$ cat src/rtl/csr_wr_arb_if.sv
// Bundles the CSR write port arbiter's request, grant and status signals.
// Handshake: exu_we_i and excp_we_i are single-cycle write strobes with no
// ready path. exu is never backpressured; excp pressure is reported through
// stallreq_o and excp writes that cannot be stored are dropped and flagged
// on overflow_o. csr_we_o is a one-cycle strobe that csr_regs must accept.
interface csr_wr_arb_if #(
    parameter int AW = 12,
    parameter int DW = 32
);
    logic          exu_we_i;
    logic [AW-1:0] exu_waddr_i;
    logic [DW-1:0] exu_wdata_i;
    logic          excp_we_i;
    logic [AW-1:0] excp_waddr_i;
    logic [DW-1:0] excp_wdata_i;
    logic [AW-1:0] rd_addr_i;
    logic          csr_we_o;
    logic [AW-1:0] csr_waddr_o;
    logic [DW-1:0] csr_wdata_o;
    logic          rd_hazard_o;
    logic          stallreq_o;
    logic          overflow_o;

    modport master (
        output exu_we_i, exu_waddr_i, exu_wdata_i,
        output excp_we_i, excp_waddr_i, excp_wdata_i, rd_addr_i,
        input  csr_we_o, csr_waddr_o, csr_wdata_o,
        input  rd_hazard_o, stallreq_o, overflow_o
    );

    modport slave (
        input  exu_we_i, exu_waddr_i, exu_wdata_i,
        input  excp_we_i, excp_waddr_i, excp_wdata_i, rd_addr_i,
        output csr_we_o, csr_waddr_o, csr_wdata_o,
        output rd_hazard_o, stallreq_o, overflow_o
    );
endinterface

$ cat src/rtl/csr_wr_arb.sv
// CSR write-port arbiter: exu writes always win, colliding excp writes wait
// in an in-order FIFO and drain when exu leaves the port idle.
module csr_wr_arb #(
    parameter int DEPTH = 4,
    parameter int AW    = 12,
    parameter int DW    = 32
) (
    input logic         clk,
    input logic         rst_n,
    csr_wr_arb_if.slave bus
);
    localparam int PW = $clog2(DEPTH);
    localparam int CW = PW + 1;
    localparam logic [CW-1:0] FULL = CW'(DEPTH);

    logic [AW-1:0] q_addr [DEPTH];
    logic [DW-1:0] q_data [DEPTH];
    logic [PW-1:0] rd_ptr;
    logic [PW-1:0] wr_ptr;
    logic [CW-1:0] count;
    logic          overflow;
    logic          csr_we;
    logic [AW-1:0] csr_waddr;
    logic [DW-1:0] csr_wdata;
    logic          not_empty;
    logic          pop;
    logic          push_req;
    logic          push;
    logic          drop;
    logic          hazard;

    // Grant decode: a pop happens whenever exu leaves the port free; excp must
    // queue behind exu or behind older queued entries, and a full FIFO only
    // accepts a push when a pop frees a slot in the same cycle.
    always_comb begin
        not_empty = (count != '0);
        pop       = !bus.exu_we_i && not_empty;
        push_req  = bus.excp_we_i && (bus.exu_we_i || not_empty);
        push      = push_req && ((count != FULL) || pop);
        drop      = push_req && !push;
    end

    // FIFO storage written at the tail.
    always_ff @(posedge clk or negedge rst_n) begin
        if (!rst_n) begin
            for (int i = 0; i < DEPTH; i++) begin
                q_addr[i] <= '0;
                q_data[i] <= '0;
            end
        end else if (push) begin
            q_addr[wr_ptr] <= bus.excp_waddr_i;
            q_data[wr_ptr] <= bus.excp_wdata_i;
        end
    end

    // Pointers wrap modulo DEPTH; count tracks occupancy 0..DEPTH.
    always_ff @(posedge clk or negedge rst_n) begin
        if (!rst_n) begin
            rd_ptr <= '0;
            wr_ptr <= '0;
            count  <= '0;
        end else begin
            if (push) wr_ptr <= wr_ptr + PW'(1);
            if (pop)  rd_ptr <= rd_ptr + PW'(1);
            case ({push, pop})
                2'b10:   count <= count + CW'(1);
                2'b01:   count <= count - CW'(1);
                default: count <= count;
            endcase
        end
    end

    // Sticky record that an excp write was lost to a full FIFO.
    always_ff @(posedge clk or negedge rst_n) begin
        if (!rst_n)    overflow <= 1'b0;
        else if (drop) overflow <= 1'b1;
    end

    // Registered write port: exu, then FIFO head, then excp bypass, else idle.
    always_ff @(posedge clk or negedge rst_n) begin
        if (!rst_n) begin
            csr_we    <= 1'b0;
            csr_waddr <= '0;
            csr_wdata <= '0;
        end else if (bus.exu_we_i) begin
            csr_we    <= 1'b1;
            csr_waddr <= bus.exu_waddr_i;
            csr_wdata <= bus.exu_wdata_i;
        end else if (not_empty) begin
            csr_we    <= 1'b1;
            csr_waddr <= q_addr[rd_ptr];
            csr_wdata <= q_data[rd_ptr];
        end else if (bus.excp_we_i) begin
            csr_we    <= 1'b1;
            csr_waddr <= bus.excp_waddr_i;
            csr_wdata <= bus.excp_wdata_i;
        end else begin
            csr_we    <= 1'b0;
            csr_waddr <= '0;
            csr_wdata <= '0;
        end
    end

    // Read hazard: the read address hits a valid queued entry or the write
    // currently presented to csr_regs.
    always_comb begin
        hazard = 1'b0;
        for (int i = 0; i < DEPTH; i++) begin
            if ((CW'(i) < count) && (q_addr[rd_ptr + PW'(i)] == bus.rd_addr_i)) begin
                hazard = 1'b1;
            end
        end
        if (csr_we && (csr_waddr == bus.rd_addr_i)) begin
            hazard = 1'b1;
        end
    end

    assign bus.csr_we_o    = csr_we;
    assign bus.csr_waddr_o = csr_waddr;
    assign bus.csr_wdata_o = csr_wdata;
    assign bus.rd_hazard_o = hazard;
    assign bus.stallreq_o  = not_empty | (bus.excp_we_i & bus.exu_we_i);
    assign bus.overflow_o  = overflow;
endmodule
$ cat src/flat_wrapper.sv
// flat-port wrapper written by rule: the top's interface ports become plain ports
module csr_wr_arb_flat 
#(
    parameter int DEPTH = 4,
    parameter int AW    = 12,
    parameter int DW    = 32
)
  (clk, rst_n, bus_exu_we_i, bus_exu_waddr_i, bus_exu_wdata_i, bus_excp_we_i, bus_excp_waddr_i, bus_excp_wdata_i, bus_rd_addr_i, bus_csr_we_o, bus_csr_waddr_o, bus_csr_wdata_o, bus_rd_hazard_o, bus_stallreq_o, bus_overflow_o);
  csr_wr_arb_if #(.AW(AW), .DW(DW)) bus_i ();
  input logic clk;
  input logic rst_n;
  input wire logic [$bits(bus_i.exu_we_i)-1:0] bus_exu_we_i;
  input wire logic [$bits(bus_i.exu_waddr_i)-1:0] bus_exu_waddr_i;
  input wire logic [$bits(bus_i.exu_wdata_i)-1:0] bus_exu_wdata_i;
  input wire logic [$bits(bus_i.excp_we_i)-1:0] bus_excp_we_i;
  input wire logic [$bits(bus_i.excp_waddr_i)-1:0] bus_excp_waddr_i;
  input wire logic [$bits(bus_i.excp_wdata_i)-1:0] bus_excp_wdata_i;
  input wire logic [$bits(bus_i.rd_addr_i)-1:0] bus_rd_addr_i;
  output wire logic [$bits(bus_i.csr_we_o)-1:0] bus_csr_we_o;
  output wire logic [$bits(bus_i.csr_waddr_o)-1:0] bus_csr_waddr_o;
  output wire logic [$bits(bus_i.csr_wdata_o)-1:0] bus_csr_wdata_o;
  output wire logic [$bits(bus_i.rd_hazard_o)-1:0] bus_rd_hazard_o;
  output wire logic [$bits(bus_i.stallreq_o)-1:0] bus_stallreq_o;
  output wire logic [$bits(bus_i.overflow_o)-1:0] bus_overflow_o;
  assign bus_i.exu_we_i = bus_exu_we_i;
  assign bus_i.exu_waddr_i = bus_exu_waddr_i;
  assign bus_i.exu_wdata_i = bus_exu_wdata_i;
  assign bus_i.excp_we_i = bus_excp_we_i;
  assign bus_i.excp_waddr_i = bus_excp_waddr_i;
  assign bus_i.excp_wdata_i = bus_excp_wdata_i;
  assign bus_i.rd_addr_i = bus_rd_addr_i;
  assign bus_csr_we_o = bus_i.csr_we_o;
  assign bus_csr_waddr_o = bus_i.csr_waddr_o;
  assign bus_csr_wdata_o = bus_i.csr_wdata_o;
  assign bus_rd_hazard_o = bus_i.rd_hazard_o;
  assign bus_stallreq_o = bus_i.stallreq_o;
  assign bus_overflow_o = bus_i.overflow_o;
  csr_wr_arb #(.DEPTH(DEPTH), .AW(AW), .DW(DW)) u_core (.clk(clk), .rst_n(rst_n), .bus(bus_i));
endmodule
$ cat config.mk
export PLATFORM = sky130hd
export DESIGN_NAME = csr_wr_arb_flat
export DESIGN_NICKNAME = d
export VERILOG_FILES = /design/src/rtl/csr_wr_arb_if.sv /design/src/rtl/csr_wr_arb.sv /design/src/flat_wrapper.sv
export SDC_FILE = /design/constraint.sdc
export NUM_CORES = 1
export LEC_CHECK = 0
export ABC_AREA = 1
export CORE_MARGIN = 2
export CORE_UTILIZATION = 40
export DETAILED_ROUTE_END_ITERATION = 6
export HOLD_SLACK_MARGIN = 0.1
export PLACE_DENSITY_LB_ADDON = 0.12
export RECOVER_POWER = 100
export SKIP_CTS_REPAIR_TIMING = 1
export SLEW_MARGIN = 20
export SYNTH_ARGS = -nofsm -noshare
export SYNTH_HDL_FRONTEND = slang
export SYNTH_SLANG_ARGS = --single-unit
export TNS_END_PERCENT = 5
$ cat constraint.sdc
create_clock -name clk -period 2.4 [get_ports clk]
set_input_delay 0.24 -clock clk [delete_from_list [all_inputs] [get_ports clk]]
set_output_delay 0.24 -clock clk [all_outputs]
set_load 0.01 [all_outputs]
==> results.md <==
* Row count at 63
* Nets at around 1900
* Routability cong. at 0.8737
* Drt drc at 0
* Synth top area cells: dfrtp_1 (48%), nand2_1 (17%), o21ai_0 (8.3%), nand3_1 (6.4%), inv_1 (6.0%)
* Chip height at between 150 and 200 um
* Crit path kind: flip-flop to primary output
* Syn_nets at 1734
* Largest family of logic cells by synthesized area: simple AND/OR/NAND/NOR gates
* Sw Ratio at 0.4115
* Initial antenna violation count at 0
* Largest net degree at the start of global routing at 76
* Number of flops mapped to enable cells by yosys at 0
* I/O pins at between 150 and 200
* All-layer global routing usage at 0.2325
* Initial core utilization at 0.4067
* Vias at between 10000 and 15000
* Switch Pwr at around 8800 uW
* Drt via density at approximately 5
* Commonest cells in the netlist: nand2_1 (549), dfrtp_1 (229), o21ai_0 (201)
* Mux cell area share after synthesis at 0.0008303
* Final WL at between 30 and 40 mm
* Global-route wire length before repair at between 50 and 60 mm
* Post-Synth Simple-Gate Area at 0.2538
* Max Clock Skew at 0.01185 ns
* Core footprint at approximately 30000 um2
* Ratio of cells with drive above 1 in the final layout at 0.09151
* RSZ-0062 raised after global routing: true
* Clock slew at reported path FFs at roughly 0.060 ns
* Drt pass-1 iters at 6
* Number of global-route vias before repair at about 11000
* Startpoint Class: flip-flop
* Max-cap violations at 1
* Xor and xnor area share after synthesis at 0.01162
* Number of DRC markers in iteration 0 at roughly 790
* CTS Sinks at around 230
* Synth unique cells at 30
* Post-Synth Adder-Cell Area at 0.009341
* CP Capture Type: primary output
* Final period util at 1.099
* Dpl cell area at about 14000 um2
* Layout area overhead at 28.36%
* Power Dens Cells at between 1000 and 1500 nW/um2
* Final ANT Viol Nets at 0
* Count leader, synth: nand2_1
* P_leak at around 0.0074 uW
* Chip Width at about 180 um
* Post-route setup slack at -0.2378 ns
* Slew Viols, Final at 74
* Hold WC Path Type: input pin to flip-flop
* Mapped Area at approximately 12000 um2
* Sequential group share of total power at 0.305
* Internal power at around 13000 uW
* Clock period minus final worst setup slack at between 2 and 3 ns
* Synth Area in Compound Gates at 0.1471
* Worst EP required at 2.16 ns
* Clock Path Buffers at 3
* Num CTS Buffers at 26
* WL/cell at about 17 um
* Grt ovf at 0
* Final hold vios at 0
* Hold_ws at 0.1200 ns
* Yosys warns at 0
* Yosys reg bits at 229
* Placed cell count at around 2100
* Die area at 31540 um2
* N_diodes at 0
* Synth top area share at 0.4754
* Non-Filler Instances at 2204
* CTS H-tree lvls at 1
* Clock Power Share at 0.201
* Fin area at 15470 um2
* Violated checks: capacitance limit, slew limit, setup timing
* Comb power frac at 0.494
* VDD IR max at approximately 620 uV
* Status: finished with violations
* Register area share after synthesis at 0.4754
* Syn_area_per_cell at approximately 7.4 um2
* CTS tree: yes
* Max Freq at between 300 and 400 MHz
* Cell taking the most area after synthesis: dfrtp_1
* Slew @ Worst Pin at about 2.0 ns
* Syn Inst Count at 1621
* Setup TNS at -11.78 ns
* I/O Buffers at around 150
* Clock Tree Root: clkbuf_16
* Skew-Pair Late Insertion Delay at about 0.53 ns
* Primary FF master, synth: dfrtp_1
* HPWL after DPL at between 20 and 25 mm
* Power consumption at 21270 uW
* Critical path peak fanout at 11
* Final setup viols at roughly 180
* Critical Path AT at ~2.4 ns
* Max_slew headroom at -0.3599
* Async S/R FF share, synth at 1.000
## sequential cells by signal, indices dropped and copies added, names as in the netlist, 2 cells and up
name	count
u_core.bus.csr_wdata_o	32
u_core.q_data	128
u_core.wr_ptr	2
u_core.count	3
u_core.bus.csr_waddr_o	12
u_core.q_addr	48
u_core.rd_ptr	2
## critical path, stage by stage (launching register included)
cell and delay (ns):
dfrtp_2 0.46, buf_12 0.17, buf_6 0.14, nand2_1 0.11, nand3_1 0.11, nand2_1 0.12, nand2_1 0.06, nand2_1 0.08
nand3_1 0.07, nor2_1 0.14, nand3_1 0.09, nand2_1 0.07, nand2_1 0.04, nand2_1 0.09, buf_2 0.13
## power groups by stage
| stage | combinational [uW] | sequential, uW | clock, uW |
|---|---|---|---|
| final | 10500 | 6500 | 4270 |
| after floorplan | 6230 | 6490 | 0 |
| after CTS | 10100 | 6500 | 4350 |
| after detailed placement | 10000 | 6550 | 0 |
| after global routing | 11800 | 6690 | 4510 |
| after global placement | 9880 | 6510 | 0 |
## logic make-up after synthesis
| family | Yosys count |
|---|---|
| simple gates | 750 |
| compound gates | 326 |
| buf+inv | 290 |
| flops | 229 |
| xor+xnor | 16 |
| fa+ha+maj | 9 |
| mux | 1 |
## layout make-up
cell class              count  area (um2)
clock inverters            11       162.7
flip-flops and latches    229        5733
clock buffers              37       763.2
well taps                 390       488.0
inverters                 195       737.0
multi-input cells        1102        5172
fillers                  2893       14160
repair buffers            240        2417
## final timing paths
path / start / endpoint / slack [ns] / cells after the start
max in group asynchronous: rst_n / u_core.bus.csr_wdata_o[27]$_DFF_PN0_ / 0.31 / 3
max: u_core.rd_ptr[0]$_DFFE_PN0P_ / bus_rd_hazard_o / -0.24 / 14
max reg2reg: u_core.count[1]$_DFFE_PN0P_ / u_core.q_data[107]$_DFFE_PN0P_ / -0.12 / 12
min in group asynchronous: rst_n / u_core.bus.csr_waddr_o[3]$_DFF_PN0_ / 0.81 / 2
min reg2reg: u_core.bus.overflow_o$_DFFE_PN0P_ / u_core.bus.overflow_o$_DFFE_PN0P_ / 0.46 / 1
min: bus_exu_we_i / u_core.bus.csr_wdata_o[31]$_DFF_PN0_ / 0.12 / 4
## layout by cell type, fill, tap and decap left out, types with 3 or more instances in the layout
cell type        Yosys  routed
nand2_1            549     538
clkdlybuf4s50_1      0     101
o21ai_1             34      40
nand2_4              0       4
clkbuf_1            45       5
buf_4               14      62
nor2_4               4       5
clkbuf_16            0      31
buf_2               23       4
xnor2_1              7       7
buf_6                8       4
o211ai_1            16      16
clkbuf_2             0       3
dlygate4sd3_1        0      47
nand2_2              2       9
clkinvlp_4           0       3
o21ai_0            201     189
clkbuf_8             0       5
bufinv_16            0       4
inv_1              192     192
dfrtp_1            229     227
xor2_1               9       9
o21ai_2              0       6
clkinv_2             0       4
a21oi_1              3       3
o22ai_1             66      66
ha_1                 9       9
nand3_1            154     154
nor2_1              34      33
nand4_1              3       3
buf_12               0      12
## stage by stage
step	util	setup WS (ns)
3_5_place_dp	0.4851	-0.1391
6_report	0.5221	-0.2378
4_1_cts	0.5163	-0.6959
5_1_grt	0.5221	-0.4040
3_3_place_gp	0.4851	-0.1215
2_1_floorplan	-	0.05430
## routing by layer
layer  wire length, um  global-route usage  share of wire  vias up
met5                 0                   0              0        -
met4               803             0.05430          0.022        0
met3              2193             0.03128          0.059       52
met2             17220              0.3836           0.46      347
met1             16870              0.3247           0.45     5386
li1                  -                   -              -     5564
No activity file was read; power rests on OpenSTA's default activity.
